**config.mk**
```make
export PLATFORM = sky130hd
export DESIGN_NAME = throw_trajectory
export DESIGN_NICKNAME = d
export VERILOG_FILES = /design/src/rtl/throw_trajectory.sv
export SDC_FILE = /design/constraint.sdc
export NUM_CORES = 1
export LEC_CHECK = 0
export CELL_PAD_IN_SITES_DETAIL_PLACEMENT = 0
export CELL_PAD_IN_SITES_GLOBAL_PLACEMENT = 2
export CORE_MARGIN = 4
export CORE_UTILIZATION = 37
export DETAILED_ROUTE_END_ITERATION = 8
export PLACE_DENSITY = 0.83
export SYNTH_ARGS = -nofsm -noshare
export SYNTH_HDL_FRONTEND = slang
export SYNTH_SLANG_ARGS = --single-unit
```
**constraint.sdc**
```tcl
create_clock -name clk60MHz -period 4.5 [get_ports clk60MHz]
set_input_delay 1.125 -clock clk60MHz [delete_from_list [all_inputs] [get_ports clk60MHz]]
set_output_delay 1.125 -clock clk60MHz [all_outputs]
set_load 0.005 [all_outputs]
```
**src/rtl/throw_trajectory.sv**
```systemverilog
// Purpose : launch a projectile on throw_flag, integrate a discrete ballistic path per tick, classify the landing.
// Latency : obj_* valid 1 cycle after throw_flag; end_throw 1 cycle after the landing step.
// Backpr. : none; end_throw is held off until throw_flag drops, so a stale flag cannot relaunch.
//
// Ports:
//   clk60MHz        in   system clock
//   rst_n           in   asynchronous active-low reset (aborts any flight silently)
//   throw_flag      in   high from release until end_throw is seen; dropping it mid-flight aborts
//   power[3:0]      in   launch power, stable while throw_flag is high
//   current_player  in   0 = left thrower (+x), 1 = right thrower (-x)
//   obj_x[10:0]     out  projectile x, last on-screen value
//   obj_y[9:0]      out  projectile y, clamped to 0..GROUND_Y
//   obj_active      out  high while in flight
//   end_throw       out  one-cycle landing pulse
//   result[1:0]     out  00 GROUND, 01 WALL, 10 TARGET, 11 OUT; kept until the next landing
module throw_trajectory #(
    parameter int TICK_CYCLES = 1_000_000,
    parameter int START_X_L   = 100,
    parameter int START_X_R   = 700,
    parameter int START_Y     = 500,
    parameter int GROUND_Y    = 550,
    parameter int SCREEN_W    = 800,
    parameter int VY_BIAS     = 8,
    parameter int WALL_X_MIN  = 380,
    parameter int WALL_X_MAX  = 420,
    parameter int WALL_Y_TOP  = 300,
    parameter int TGT_L_X0    = 80,
    parameter int TGT_L_X1    = 120,
    parameter int TGT_R_X0    = 680,
    parameter int TGT_R_X1    = 720,
    parameter int TGT_Y0      = 460,
    parameter int TGT_Y1      = 540
) (
    input  logic        clk60MHz,
    input  logic        rst_n,
    input  logic        throw_flag,
    input  logic [3:0]  power,
    input  logic        current_player,
    output logic [10:0] obj_x,
    output logic [9:0]  obj_y,
    output logic        obj_active,
    output logic        end_throw,
    output logic [1:0]  result
);

    localparam int CNT_W = (TICK_CYCLES > 1) ? $clog2(TICK_CYCLES) : 1;
    localparam logic [CNT_W-1:0] TICK_LAST = CNT_W'(TICK_CYCLES - 1);

    // Geometry as signed constants matching the position register widths.
    localparam logic signed [11:0] SX_L  = 12'(START_X_L);
    localparam logic signed [11:0] SX_R  = 12'(START_X_R);
    localparam logic signed [11:0] SCR_W = 12'(SCREEN_W);
    localparam logic signed [11:0] WX_LO = 12'(WALL_X_MIN);
    localparam logic signed [11:0] WX_HI = 12'(WALL_X_MAX);
    localparam logic signed [11:0] LX_LO = 12'(TGT_L_X0);
    localparam logic signed [11:0] LX_HI = 12'(TGT_L_X1);
    localparam logic signed [11:0] RX_LO = 12'(TGT_R_X0);
    localparam logic signed [11:0] RX_HI = 12'(TGT_R_X1);
    localparam logic signed [10:0] SY    = 11'(START_Y);
    localparam logic signed [10:0] GY    = 11'(GROUND_Y);
    localparam logic signed [10:0] WY    = 11'(WALL_Y_TOP);
    localparam logic signed [10:0] TY_LO = 11'(TGT_Y0);
    localparam logic signed [10:0] TY_HI = 11'(TGT_Y1);
    localparam logic signed [7:0]  VY_MAX = 8'sd63;

    localparam logic [1:0] RES_GROUND = 2'b00;
    localparam logic [1:0] RES_WALL   = 2'b01;
    localparam logic [1:0] RES_TARGET = 2'b10;
    localparam logic [1:0] RES_OUT    = 2'b11;

    typedef enum logic [1:0] {
        IDLE   = 2'd0,
        FLIGHT = 2'd1,
        DONE   = 2'd2
    } state_t;

    state_t state_q, state_d;

    logic [CNT_W-1:0]   tick_cnt;
    logic [3:0]         pwr_q;
    logic               dir_q;
    logic signed [11:0] x_q;
    logic signed [10:0] y_q;
    logic signed [7:0]  vy_q;

    logic signed [11:0] x_nxt;
    logic signed [10:0] y_nxt;
    logic signed [7:0]  vy_nxt;
    logic signed [7:0]  vy_launch;
    logic [9:0]         y_clamp;
    logic               step;
    logic               hit_tgt, hit_wall, hit_gnd, hit_out, hit;
    logic [1:0]         res_d;

    // One physics step on the last cycle of each tick period.
    assign step = (state_q == FLIGHT) && throw_flag && (tick_cnt == TICK_LAST);

    assign vy_launch = -($signed({4'd0, power}) + 8'(VY_BIAS));

    assign x_nxt  = dir_q ? (x_q - $signed({8'd0, pwr_q})) : (x_q + $signed({8'd0, pwr_q}));
    assign y_nxt  = y_q + $signed({{3{vy_q[7]}}, vy_q});
    assign vy_nxt = (vy_q >= VY_MAX) ? VY_MAX : (vy_q + 8'sd1);

    // Above the top of the screen is still a live flight; the sprite just sits on row 0.
    always_comb begin
        y_clamp = y_nxt[9:0];
        if (y_nxt < 11'sd0) begin
            y_clamp = 10'd0;
        end else if (y_nxt >= GY) begin
            y_clamp = GY[9:0];
        end
    end

    // Collision on the post-step position; the target is always the opponent's box.
    always_comb begin
        hit_tgt = 1'b0;
        if (y_nxt >= TY_LO && y_nxt <= TY_HI) begin
            if (dir_q) begin
                hit_tgt = (x_nxt >= LX_LO) && (x_nxt <= LX_HI);
            end else begin
                hit_tgt = (x_nxt >= RX_LO) && (x_nxt <= RX_HI);
            end
        end
        hit_wall = (x_nxt >= WX_LO) && (x_nxt <= WX_HI) && (y_nxt >= WY);
        hit_gnd  = (y_nxt >= GY);
        hit_out  = (x_nxt < 12'sd0) || (x_nxt >= SCR_W);
        hit      = hit_tgt || hit_wall || hit_gnd || hit_out;

        res_d = RES_OUT;
        if (hit_tgt) begin
            res_d = RES_TARGET;
        end else if (hit_wall) begin
            res_d = RES_WALL;
        end else if (hit_gnd) begin
            res_d = RES_GROUND;
        end
    end

    always_ff @(posedge clk60MHz or negedge rst_n) begin
        if (!rst_n) begin
            state_q <= IDLE;
        end else begin
            state_q <= state_d;
        end
    end

    always_comb begin
        state_d = state_q;
        case (state_q)
            IDLE: begin
                if (throw_flag) begin
                    state_d = FLIGHT;
                end
            end
            FLIGHT: begin
                if (!throw_flag) begin
                    state_d = IDLE;
                end else if (step && hit) begin
                    state_d = DONE;
                end
            end
            DONE: begin
                // Wait for the power FSM to release the flag before re-arming.
                if (!throw_flag) begin
                    state_d = IDLE;
                end
            end
            default: state_d = IDLE;
        endcase
    end

    always_ff @(posedge clk60MHz or negedge rst_n) begin
        if (!rst_n) begin
            tick_cnt   <= '0;
            pwr_q      <= 4'd0;
            dir_q      <= 1'b0;
            x_q        <= 12'sd0;
            y_q        <= 11'sd0;
            vy_q       <= 8'sd0;
            obj_x      <= 11'd0;
            obj_y      <= 10'd0;
            obj_active <= 1'b0;
            end_throw  <= 1'b0;
            result     <= RES_GROUND;
        end else begin
            end_throw <= 1'b0;
            case (state_q)
                IDLE: begin
                    if (throw_flag) begin
                        pwr_q      <= power;
                        dir_q      <= current_player;
                        x_q        <= current_player ? SX_R : SX_L;
                        y_q        <= SY;
                        vy_q       <= vy_launch;
                        obj_x      <= current_player ? SX_R[10:0] : SX_L[10:0];
                        obj_y      <= SY[9:0];
                        obj_active <= 1'b1;
                        tick_cnt   <= '0;
                    end
                end
                FLIGHT: begin
                    if (!throw_flag) begin
                        obj_active <= 1'b0;
                    end else if (step) begin
                        tick_cnt <= '0;
                        x_q      <= x_nxt;
                        y_q      <= y_nxt;
                        vy_q     <= vy_nxt;
                        // Off-screen x never reaches the sprite; it keeps the last drawable column.
                        if (!hit_out) begin
                            obj_x <= x_nxt[10:0];
                        end
                        obj_y <= y_clamp;
                        if (hit) begin
                            result     <= res_d;
                            end_throw  <= 1'b1;
                            obj_active <= 1'b0;
                        end
                    end else begin
                        tick_cnt <= tick_cnt + CNT_W'(1);
                    end
                end
                default: begin
                end
            endcase
        end
    end

endmodule

```
==> metrics.cfg <==
[status]
status=finished, final reports clean

[drt]
wl_met1_mm=7.10
route.met2.wl_mm=6.67
via_count=4621
drt-initial-drc-count=311
drt_first_pass_iters=5
highest_layer=met4
antenna_left=0
avgViaCountPerCell=5.59
dr_wl_met3_um=282
wire_per_inst_um=17.3
drc=0
wirelength_mm=14.3

[synthesis]
synth_top_area_share_pct=38.5
postSynth.asyncResetShare_pct=100
ys_seq_area_share_pct=38.5
synth_area_um2=5390
synthCells=616
synth_common_cells=nand2_1 (89), dfrtp_1 (83), o21ai_0 (81)
syn_avg_cell_area_um2=8.75
yosysWarnings=0
synth.most_common_cell=nand2_1
syn_nets=653
synth_ff_type=dfrtp_1
synth_edf_count=0
ys_types=78
synth_area_leaders=dfrtp_1 (39%), o21ai_0 (7.5%), ha_1 (6.3%)
synth_largest_area_cell=dfrtp_1
ys_seq_elements=83

[setup_path]
ff2ff_path_depth=13
worstPathArrival_ns=4.14
start_kind=register
r2r_slack_ns=0.59
path_depth=13
setup.worst_path.start=pwr_q[0]
cp_num_buf_inv=2
path_class=register to register
crit_required_ns=4.73
timing.rr.end=obj_x[3]
cp-end-kind=register
critPathMaxStageDelay_ns=0.62
crit_fanout=14
slowest_stage=a21oi_2
timing.rr.start=pwr_q[0]
crit_family=compound AO/OA/AOI/OAI gates
path_cells=inv_1, ha_1, mux2_2, inv_1, ha_1, nor2b_1, o2111ai_1, a21oi_1, o311a_1, o22ai_1, a22oi_2, a21oi_2, mux2_2
critPathCapture=obj_x[3]

[sta]
rsz0062_at_grt=no
setup_viol=0
tightestPinTransition_ns=0.880
worst_slack_ns=0.590
max_slew_margin_pct=41.1
period_share_pct=86.9
drv_slew=0
clock_skew_ns=0.00321
hold_viol=0
period_needed_ns=3.91
clock.fmax_ghz=0.256
final.setup.tns_ns=0

[power_and_ir_drop]
irDropWorstVdd_mv=0.166
p_seq_share_pct=29.2
internal-power_uw=1870
pwr-share-clk_pct=22.3
pwr-share-comb_pct=48.5
switching_share_pct=41.8
p_switching_uw=1350
p_leak_uw=0.00262
power_density_nw_per_um2=522
p_total_uw=3220

[global_route]
grt_max_degree=65
first_global_vias=4565
grt-ovfl-total=0
grt_use_total_pct=18.1
antenna_found_initial=0
grt_pass1_wl_mm=24.0

[cells_and_area]
area_growth_pct=14.4
fillerInstances=1405
drive_above_1_share_pct=10.0
post-route-util_pct=43.8
antenna_cells=0
final_nets=679

[die]
num_rows=43
die_area_um2=16600
die_w_um=129
start_util_pct=38.2
fp.coreArea_um2=14100
ioPinCount=33
die_h_um=129

[worst_hold_path]
worst_hold_path_type=register to register
hold_depth=1
hold_start=obj_x[10]

[job]
maxCapViolCount=0

[placement]
dp_hpwl_mm=10.6
routabilityCongestion=0.885
post-place-ws_ns=0.595
port_buffers=32

[clock_network]
path_clk_slew_ns=0.07
cts-buffers-inserted=9
clock_tree.buffer_depth=2
hold_buffers=0
cts_tree=done
post_cts_buffers=0
cts.sinks=83
cts.htree.levels=3
cts-resized-gates=0
insertion_delay_ns=0.34
cts_root_buf=clkbuf_16

## power groups by stage
stage / clock (uW) / combinational [uW] / sequential, uW
3_5_place_dp: 0 / 1540 / 955
2_1_floorplan: 0 / 1140 / 921
6_report: 720 / 1560 / 941
3_3_place_gp: 0 / 1540 / 953
5_1_grt: 770 / 1740 / 954
4_1_cts: 740 / 1560 / 941
## layout by cell type, fill, tap and decap left out, types with 4 or more instances in the layout
master / Yosys / final
xnor2_1: 8 / 8
o21ai_0: 81 / 81
nand2_1: 89 / 89
mux2_2: 7 / 7
or3_1: 8 / 8
buf_4: 0 / 9
a21oi_1: 26 / 26
nor3_1: 8 / 8
o31ai_1: 5 / 5
o211ai_1: 8 / 8
nor2_1: 42 / 42
dfrtp_1: 83 / 83
a31oi_1: 12 / 12
inv_1: 20 / 20
xor2_1: 9 / 9
mux2i_1: 5 / 5
ha_1: 27 / 27
nand2b_1: 7 / 7
and3_1: 14 / 14
o21ai_1: 5 / 5
clkbuf_16: 0 / 9
clkdlybuf4s50_1: 0 / 31
nor2b_1: 4 / 4
and2_1: 4 / 4
a21o_1: 7 / 7
nand3_1: 28 / 28
## cell families (layout without fill, tap and decap cells)
logic type                 after synthesis  count (layout)  synth area share (%)
buffers and inverters                   46              77                  3.60
AOI/OAI and AO/OA                      200             200                  24.7
adders and majority gates               29              29                  7.01
muxes                                   15              15                  3.23
and+or+nand+nor                        225             225                  19.8
DFF                                     83              83                  38.5
xor gates and xnor gates                18              18                  3.06
## sequential cells by signal (all words and copies together), names as in the netlist, 2 cells and up
register and count:
y_q 11, obj_y 10, obj_x 11, vy_q 8, x_q 12, result 2
pwr_q 4, tick_cnt 20, state_q 2
## worst register-to-register path, cell delays in order, from the launching register on
cell,delay (ns)
dfrtp_1,0.37
inv_1,0.07
ha_1,0.29
mux2_2,0.29
inv_1,0.06
ha_1,0.23
nor2b_1,0.15
o2111ai_1,0.30
a21oi_1,0.19
o311a_1,0.37
o22ai_1,0.28
a22oi_2,0.18
a21oi_2,0.62
mux2_2,0.41
## stage by stage
step	instance area, um2	cells	hold slack (ns)
floorplan	5390	616	0.456
CTS	6170	827	0.499
finish	6170	827	0.497
global placement	5880	811	0.475
global route	6170	827	0.514
detailed placement	5880	811	0.480
## layer usage
metal	vias to the layer above	track usage [%]
li1	2284	-
met1	2247	25.9
met2	69	28.4
met3	21	2.24
met4	0	6.36
met5	-	0
## worst min path at each step
stage / to / slack [ns]
3_3_place_gp: obj_x[0] / 0.47
6_report: obj_x[10] / 0.50
4_1_cts: x_q[10] / 0.50
2_1_floorplan: x_q[10] / 0.46
5_1_grt: x_q[10] / 0.51
3_5_place_dp: x_q[10] / 0.48
## area by class of cell
class / count / area, um2 / share of cell area [%]
tap: 180 / 225 / 3.65
inverter: 21 / 78.8 / 1.28
clock inverter: 7 / 60.1 / 0.974
multi-input combinational: 487 / 3120 / 50.6
timing repair buffer: 40 / 378 / 6.13
clock buffer: 9 / 225 / 3.65
sequential: 83 / 2080 / 33.7
Note: power is estimated with default switching activity, not from simulation.
